--- config.mk ---
export PLATFORM = sky130hd
export DESIGN_NAME = qeciphy_pchannel_initiator
export DESIGN_NICKNAME = d
export VERILOG_FILES = /design/src/rtl/qeciphy_pkg.sv /design/src/rtl/qeciphy_pchannel_initiator.sv
export SDC_FILE = /design/constraint.sdc
export NUM_CORES = 1
export LEC_CHECK = 0
export CELL_PAD_IN_SITES_DETAIL_PLACEMENT = 1
export CELL_PAD_IN_SITES_GLOBAL_PLACEMENT = 1
export CORE_MARGIN = 2
export CORE_UTILIZATION = 25
export DETAILED_ROUTE_END_ITERATION = 12
export PLACE_DENSITY_LB_ADDON = 0.15
export SETUP_SLACK_MARGIN = 0.05
export SLEW_MARGIN = 10
export SYNTH_ARGS = -nofsm -noshare
export SYNTH_HDL_FRONTEND = slang
export SYNTH_SLANG_ARGS = --single-unit
--- constraint.sdc ---
create_clock -name axis_clk -period 1.27 [get_ports axis_clk]
set_input_delay 0.254 -clock axis_clk [delete_from_list [all_inputs] [get_ports axis_clk]]
set_output_delay 0.254 -clock axis_clk [all_outputs]
set_load 0.05 [all_outputs]
--- src/rtl/qeciphy_pkg.sv ---
// Shared types and constants for the QECi PHY P-channel initiator.
package qeciphy_pkg;

  localparam logic PSTATE_OFF = 1'b0;
  localparam logic PSTATE_ON  = 1'b1;

  localparam int unsigned TCNT_W = 16;

  typedef enum logic [1:0] {
    ST_IDLE  = 2'd0,
    ST_SETUP = 2'd1,
    ST_REQ   = 2'd2,
    ST_ACK   = 2'd3
  } pch_state_e;

endpackage

--- src/rtl/qeciphy_pchannel_initiator.sv ---
// P-channel initiator: drives the PHY PSTATE/PREQ handshake on user or PACTIVE wake requests.
// Optional handshake timeout flag is enabled by defining QECIPHY_PCH_TIMEOUT_EN.
module qeciphy_pchannel_initiator
  import qeciphy_pkg::*;
#(
  parameter int unsigned TIMEOUT_CYCLES = 1024,
  parameter logic        RESET_PSTATE   = 1'b0
) (
  input  logic axis_clk,
  input  logic axis_rst,
  input  logic i_req_valid,
  input  logic i_req_state,
  output logic o_req_ready,
  input  logic i_auto_wake_en,
  output logic o_pstate,
  output logic o_preq,
  input  logic i_paccept,
  input  logic i_pactive,
  output logic o_cur_state,
  output logic o_busy,
  output logic o_done,
  output logic o_timeout,
  input  logic i_timeout_clr
);

  localparam logic [TCNT_W-1:0] TCNT_MAX = TCNT_W'(TIMEOUT_CYCLES - 1);

  pch_state_e state, state_n;
  logic       pstate_n;
  logic       preq_n;
  logic       cur_state_n;
  logic       done_n;

  // State and registered handshake outputs
  always_ff @(posedge axis_clk) begin
    if (axis_rst) begin
      state       <= ST_IDLE;
      o_pstate    <= RESET_PSTATE;
      o_preq      <= 1'b0;
      o_cur_state <= RESET_PSTATE;
      o_done      <= 1'b0;
    end else begin
      state       <= state_n;
      o_pstate    <= pstate_n;
      o_preq      <= preq_n;
      o_cur_state <= cur_state_n;
      o_done      <= done_n;
    end
  end

  // Next-state logic; user request takes priority over PACTIVE wake
  always_comb begin
    state_n     = state;
    pstate_n    = o_pstate;
    preq_n      = o_preq;
    cur_state_n = o_cur_state;
    done_n      = 1'b0;
    unique case (state)
      ST_IDLE: begin
        if (i_req_valid) begin
          if (i_req_state != o_cur_state) begin
            pstate_n = i_req_state;
            state_n  = ST_SETUP;
          end else begin
            done_n = 1'b1;
          end
        end else if (i_auto_wake_en && (o_cur_state == PSTATE_OFF) && i_pactive) begin
          pstate_n = PSTATE_ON;
          state_n  = ST_SETUP;
        end
      end
      ST_SETUP: begin
        preq_n  = 1'b1;
        state_n = ST_REQ;
      end
      ST_REQ: begin
        if (i_paccept) begin
          preq_n      = 1'b0;
          cur_state_n = o_pstate;
          state_n     = ST_ACK;
        end
      end
      ST_ACK: begin
        if (!i_paccept) begin
          done_n  = 1'b1;
          state_n = ST_IDLE;
        end
      end
      default: state_n = ST_IDLE;
    endcase
  end

  assign o_req_ready = (state == ST_IDLE);
  assign o_busy      = (state != ST_IDLE);

`ifdef QECIPHY_PCH_TIMEOUT_EN
  logic [TCNT_W-1:0] tcnt;
  logic              in_hs;
  logic              hs_enter;

  assign in_hs    = (state == ST_REQ) || (state == ST_ACK);
  assign hs_enter = ((state_n == ST_REQ) && (state != ST_REQ)) ||
                    ((state_n == ST_ACK) && (state != ST_ACK));

  // Phase-cycle counter and sticky flag; a set wins over a same-cycle clear
  always_ff @(posedge axis_clk) begin
    if (axis_rst) begin
      tcnt      <= '0;
      o_timeout <= 1'b0;
    end else begin
      if (hs_enter) begin
        tcnt <= '0;
      end else if (in_hs) begin
        tcnt <= tcnt + TCNT_W'(1);
      end
      if (in_hs && (tcnt == TCNT_MAX)) begin
        o_timeout <= 1'b1;
      end else if (i_timeout_clr) begin
        o_timeout <= 1'b0;
      end
    end
  end
`else
  logic cfg_unused;
  assign cfg_unused = ^{i_timeout_clr, TCNT_MAX};
  assign o_timeout  = 1'b0;
`endif

endmodule
==> flow_metrics.env, run 1 <==
export IMPL_synth_area_mux_share_pct=2.62
export IMPL_worstPathArrival_ns=1.08
export IMPL_grt_overflow_total=0
export IMPL_grt_start_max_net_pins=7
export IMPL_p_leak_nw=0.303
export IMPL_initial_core_util_pct=25.9
export IMPL_drc_errors=0
export IMPL_synth_fp_nets=56
export IMPL_violations="setup timing"
export IMPL_max_freq_ghz=0.748
export IMPL_die_x_um=43.1
export IMPL_drive_above_1_share_pct=46.4
export IMPL_synth_async_sr_flop_share_pct=0
export IMPL_final_critical_path_setup_slack_ns=-0.0671
export IMPL_whs_ns=0.524
export IMPL_drv_slew=0
export IMPL_hp_class="reg2reg"
export IMPL_grt_antenna_before_repair=0
export IMPL_synth_flop_cell="dfxtp_1"
export IMPL_synth_most_common_cell="dfxtp_1"
export IMPL_diodes=0
export IMPL_setup_viol=2
export IMPL_dieArea_um2=1860
export IMPL_skew_ns=0.00287
export IMPL_root_buffer="clkbuf_4"
export IMPL_syn_avg_cell_area_um2=8.67
export IMPL_area_delta_synth_final_pct=89.2
export IMPL_synthAdderAreaFrac_pct=13.1
export IMPL_clock_path_buffers=2
export IMPL_filler_cell_count=165
export IMPL_synth_area_top_cells="dfxtp_1 (31%), ha_1 (13%), a211oi_1 (5.9%), o31ai_4 (5.6%), a21oi_1 (3.9%)"
export IMPL_cts_max_level=1
export IMPL_tritoncts="built"
export IMPL_cts_buffers=3
export IMPL_cp_start_kind="register"
export IMPL_synth_compound_area_share_pct=22.0
export IMPL_postRouteAntennaNets=0
export IMPL_reg2reg_depth=6
export IMPL_first_global_vias=437
export IMPL_routed_wl_mm=1.06
export IMPL_synth_top_family_by_area="simple AND/OR/NAND/NOR gates"
export IMPL_synth_edff_count=0
export IMPL_fp_coreArea_um2=1470
export IMPL_io_pins=15
export IMPL_whs_path_depth=1
export IMPL_yosys_area_share_simple_pct=22.6
export IMPL_hold_viol_final=0
export IMPL_synth_top_area_cell="dfxtp_1"
export IMPL_finalPower_mw=1.83
export IMPL_power_density_nw_per_um2=2530
export IMPL_ys_ff_latch=6
export IMPL_rsz0062_at_grt="true"
export IMPL_netlist_area_um2=382
export IMPL_cts_reportedPaths_clkPinSlew_ns=0.05
export IMPL_r2r_setup_slack_ns=0.05
export IMPL_drt_iter0_markers=1
export IMPL_regArea_um2=126
export IMPL_rr_endpoint="state[0]"
export IMPL_yosysWarnings=0
export IMPL_routabilityCongestion=0.752
export IMPL_syn_inst=44
export IMPL_vias=404
export IMPL_grt_pass1_wl_mm=1.90
export IMPL_max_cap_violations=0
export IMPL_multiInputGateArea_um2=272
export IMPL_crit_path_end_kind="primary output"
export IMPL_r2r_start="state[0]"
export IMPL_cp_max_fo=6
export IMPL_viasPerCell=4.75
export IMPL_cts_sinks=6
export IMPL_track_usage_pct=14.0
export IMPL_fin_nets=83
export IMPL_synth_top_area_share_pct=31.5
export IMPL_ys_seq_area_share_pct=31.5
export IMPL_die_h_um=43.1
export IMPL_min_period_over_period_pct=105
export IMPL_vdd_drop_max_uv=1190
export IMPL_firstDrtPassIters=4
export IMPL_status="finished with violations"
export IMPL_wl_per_cell_um=12.5
export IMPL_synth_common_cells="dfxtp_1 (6), ha_1 (4), nand2_1 (4)"
export IMPL_dp_final_hpwl_um=826
export IMPL_numPortBuffers=12
export IMPL_hp_start="state[0]"
export IMPL_holdPathEnd="state[0]"
export IMPL_synth_cell_type_count=21
export IMPL_rows=14
export IMPL_clk_latency_ns=0.25
export IMPL_postCtsHoldBufs=0
export IMPL_min_period_ns=1.34
export IMPL_synth_xor_area_share_pct=2.30
export IMPL_cp_required_ns=1.02
export IMPL_worstSetupPathType="reg2out"
==> cells in the final DEF (no fill, tap or decap), types with 2 or more instances in the layout <==
cell type and n:
buf_12 6, dfxtp_2 2, clkdlybuf4s50_1 5, buf_4 10, nand2_1 3, nor2_1 3, nor2b_1 2, nand3_1 2
clkbuf_4 3, inv_4 2, a21oi_1 3, dfxtp_1 3, ha_1 3, nand2b_1 2, a211oi_2 2, o21a_1 2
==> per-stage QoR <==
stage                     area (um2)  TNS [ns]  std cells  utilization (%)  setup slack (ns)
final                            722    -0.113         85             49.1           -0.0671
after global routing             722    -0.276         85             49.1            -0.109
after CTS                        714    -0.151         85             48.6           -0.0858
after detailed placement         668    -0.847         81             45.4            -0.252
after global placement           668    -0.834         81             45.4            -0.238
after floorplan                  400   -0.0243         44                -           -0.0243
==> repair_timing <==
action | CTS | global route
setup endpoints to repair | 6 | 6
pin swaps | 3 | 2
setup buffers | 1 | 0
resized for setup | 6 | 3
==> final cells by class <==
| type | count | area share, % |
|---|---|---|
| repair buffers | 23 | 36.7 |
| well taps | 16 | 2.77 |
| flip-flops and latches | 6 | 17.5 |
| clock buffers | 3 | 3.12 |
| inverters | 3 | 2.25 |
| multi-input cells | 34 | 37.6 |
==> report_power, final <==
group / internal (mW) / switching [mW]
registers: 0.262 / 0.0802
logic: 0.675 / 0.628
clock network: 0.107 / 0.0746
==> kinds of logic (layout without fill, tap and decap cells) <==
family / after synthesis / count (layout)
AOI/OAI and AO/OA: 11 / 11
and+or+nand+nor: 16 / 16
xor gates and xnor gates: 1 / 1
muxes: 1 / 1
buffers and inverters: 4 / 29
adders and majority gates: 4 / 4
other: 1 / 1
DFF: 6 / 6
==> layer usage <==
metal | up-vias | wire length, um | GRT usage [%]
li1 | 199 | - | -
met1 | 195 | 450 | 15.5
met2 | 8 | 553 | 23.9
met3 | 2 | 45 | 2.98
met4 | 0 | 10 | 9.09
met5 | - | 0 | 0
==> worst max-delay path by stage <==
stage	slack (ns)	cells past startpoint	end	startpoint
floorplan	-0.02	6	state[0]	state[1]
global placement	-0.24	5	state[0]	i_req_state
detailed placement	-0.25	5	state[0]	i_req_state
CTS	-0.09	4	o_req_ready	state[0]
global route	-0.11	4	o_req_ready	state[0]
finish	-0.07	4	o_req_ready	state[0]
==> state kept, by name, indices dropped and copies added, names as in the netlist <==
register and flops:
o_cur_state 1, o_done 1, o_preq 1, o_pstate 1, state 2
==> worst max-delay path: stages, from the launching register on <==
cell and delay, ns:
dfxtp_4 0.37, inv_4 0.04, ha_4 0.17, buf_6 0.12, buf_12 0.13
Power figures use the tool's default switching activity.
==> inputs of run 2 (changes only) <==
--- a/config.mk
+++ b/config.mk
@@ -5,6 +5,7 @@
 export SDC_FILE = /design/constraint.sdc
 export NUM_CORES = 1
 export LEC_CHECK = 0
+export ABC_AREA = 1
 export CELL_PAD_IN_SITES_DETAIL_PLACEMENT = 1
 export CELL_PAD_IN_SITES_GLOBAL_PLACEMENT = 1
 export CORE_MARGIN = 2
==> run 2 against run 1 <==
The flow still finishes with violations (setup timing). Clock skew decreased by 0.0011 ns. Synthesized area increased by 4.6%. Fmax increased by 5.1%. Clock-buffer cell count did not move. Largest power group unchanged.
==> flow_metrics.env, run 2 <==
export IMPL_syn_avg_cell_area_um2=6.88
export IMPL_synth_most_common_cell="nand2_1"
export IMPL_clk_latency_ns=0.25
export IMPL_multiInputGateArea_um2=264
export IMPL_clock_path_buffers=2
export IMPL_io_pins=15
export IMPL_synth_top_area_cell="dfxtp_1"
export IMPL_hp_start="o_pstate"
export IMPL_synth_area_top_cells="dfxtp_1 (30%), nand2_1 (14%), ha_1 (13%), inv_1 (9.4%), nand3_2 (7.5%)"
export IMPL_yosysWarnings=0
export IMPL_diodes=0
export IMPL_syn_inst=58
export IMPL_drv_slew=0
export IMPL_synth_fp_nets=70
export IMPL_cts_sinks=6
export IMPL_layout_commonest_cell="nand2_1"
export IMPL_hp_class="reg2reg"
export IMPL_min_period_ns=1.27
export IMPL_root_buffer="clkbuf_4"
export IMPL_grt_pass1_wl_mm=1.70
export IMPL_cts_max_level=1
export IMPL_pwr_share_seq_pct=18.0
export IMPL_max_cap_violations=0
export IMPL_fin_nets=96
export IMPL_synth_edff_count=0
export IMPL_largest_register="state"
export IMPL_synth_flop_cell="dfxtp_1"
export IMPL_synth_compound_area_share_pct=9.40
export IMPL_r2r_setup_slack_ns=0.09
export IMPL_filler_cell_count=179
export IMPL_routabilityCongestion=0.775
export IMPL_synth_top_area_share_pct=30.1
export IMPL_p_clk_share_pct=11.0
export IMPL_reg2reg_depth=9
export IMPL_initial_core_util_pct=26.5
export IMPL_tritoncts="built"
export IMPL_track_usage_pct=12.4
export IMPL_violations="setup timing"
export IMPL_synth_top_family_by_area="simple AND/OR/NAND/NOR gates"
export IMPL_drt_iter0_markers=0
export IMPL_setup_viol=1
export IMPL_p_switching_mw=0.699
export IMPL_status="finished with violations"
export IMPL_grt_start_max_net_pins=6
export IMPL_skew_ns=0.00180
export IMPL_worstSetupPathType="reg2out"
export IMPL_synth_area_mux_share_pct=0
export IMPL_max_freq_ghz=0.786
export IMPL_synth_cell_type_count=15
export IMPL_whs_path_depth=2
export IMPL_rr_endpoint="state[1]"
export IMPL_finalPower_mw=1.62
export IMPL_power_density_nw_per_um2=2170
export IMPL_area_delta_synth_final_pct=86.8
export IMPL_startpoint="state[0]"
export IMPL_yosys_area_share_simple_pct=32.0
export IMPL_endpoint="o_busy"
export IMPL_die_h_um=44.0
export IMPL_min_period_over_period_pct=100
export IMPL_drc_errors=0
export IMPL_postRouteAntennaNets=0
export IMPL_cp_start_kind="register"
export IMPL_final_critical_path_setup_slack_ns=-0.00229
export IMPL_regArea_um2=124
export IMPL_firstDrtPassIters=1
export IMPL_cp_max_fo=4
export IMPL_rows=14
export IMPL_setup_tns_ns=-0.00229
export IMPL_synth_common_cells="nand2_1 (15), inv_1 (10), dfxtp_1 (6)"
export IMPL_cts_buffers=3
export IMPL_grt_antenna_before_repair=0
export IMPL_numPortBuffers=12
export IMPL_vdd_drop_max_uv=1050
export IMPL_drive_above_1_share_pct=51.2
export IMPL_largest_reg_flops=2
export IMPL_synth_async_sr_flop_share_pct=0
export IMPL_comb_power_share_pct=71.0
export IMPL_routed_wl_mm=1.06
export IMPL_die_x_um=44.0
export IMPL_final_core_util_pct=49.5
export IMPL_layout_common_cells="nand2_1 (11), buf_4 (10), inv_1 (7)"
export IMPL_dp_final_hpwl_um=790
export IMPL_intPower_mw=0.921
export IMPL_rsz0062_at_grt="true"
export IMPL_worstPathArrival_ns=1.02
export IMPL_dieArea_um2=1930
export IMPL_crit_path_end_kind="primary output"
export IMPL_r2r_start="state[0]"
export IMPL_ys_seq_area_share_pct=30.1
export IMPL_vias=422
export IMPL_synth_xor_area_share_pct=0
export IMPL_first_global_vias=410
export IMPL_synthAdderAreaFrac_pct=12.5
export IMPL_p_leak_nw=0.356
export IMPL_switching_share_pct=43.1
export IMPL_cts_reportedPaths_clkPinSlew_ns=0.05
export IMPL_fp_coreArea_um2=1510
export IMPL_grt_overflow_total=0
export IMPL_viasPerCell=4.31
export IMPL_netlist_area_um2=399
export IMPL_ys_ff_latch=6
export IMPL_wl_per_cell_um=10.8
export IMPL_postCtsHoldBufs=0
export IMPL_hold_viol_final=0
export IMPL_cp_required_ns=1.02
## run 2: cell types whose count changed after synthesis, sizes merged, moves of 2 or more
cell    change
nand2b      -2
nor2b       -2
inv        +11
a211oi      -2
nand2      +11
o21a        -2
nand3       +4
## run 2: repair_timing
item / 4_1_cts / 5_1_grt
endpoints found under the setup margin: 3 / 4
pin swaps: 1 / 6
gates resized for setup: 2 / 9
setup buffers: 4 / 4
## run 2: layout make-up
| class | count | area share [%] |
|---|---|---|
| multi-input cells | 37 | 35.4 |
| repair buffers | 22 | 34.2 |
| flip-flops and latches | 6 | 16.6 |
| inverters | 14 | 8.05 |
| clock buffers | 3 | 3.02 |
| well taps | 16 | 2.68 |
## run 2: per-layer routing
layer / part of all wire, % / vias to the layer above / GRT usage (%)
met2: 46 / 9 / 17.1
met1: 48 / 186 / 17.0
li1: - / 225 / -
met5: 0 / - / 0
met4: 2.0 / 0 / 10.9
met3: 4.2 / 2 / 1.25
## run 2: power by group through the flow
stage / Sequential [mW] / Clock, mW / Combinational (mW)
after global placement: 0.301 / 0 / 0.942
final: 0.292 / 0.178 / 1.15
after detailed placement: 0.300 / 0 / 0.947
after CTS: 0.296 / 0.191 / 1.03
after global routing: 0.297 / 0.197 / 1.23
after floorplan: 0.376 / 0 / 0.491
## run 2: kinds of logic (layout without fill, tap and decap cells)
family	count (synthesis)	after routing
adder cells (fa/ha/maj)	4	4
other	1	1
AO/OA/AOI/OAI	6	6
flip-flops	6	6
buffers and inverters	15	39
AND/OR/NAND/NOR	26	26
## run 2: how the worst min path moves through the flow
stage | endpoint | slack, ns
6_report | o_pstate | 0.49
5_1_grt | o_pstate | 0.52
4_1_cts | o_pstate | 0.50
3_5_place_dp | o_pstate | 0.48
3_3_place_gp | o_pstate | 0.49
2_1_floorplan | o_done | 0.32
## run 2: worst max-delay path, stage by stage (launching register included)
cell and delay (ns):
dfxtp_2 0.32, inv_2 0.08, ha_4 0.19, inv_8 0.04, buf_12 0.14
## run 2: stage by stage
stage	area, um2	instances	worst slack, ns	hold slack [ns]
floorplan	422	58	0.0434	0.319
global placement	629	87	-0.0730	0.490
detailed placement	629	87	-0.0720	0.485
CTS	686	94	-0.0263	0.497
global route	746	98	-0.0461	0.524
finish	746	98	-0.00229	0.494
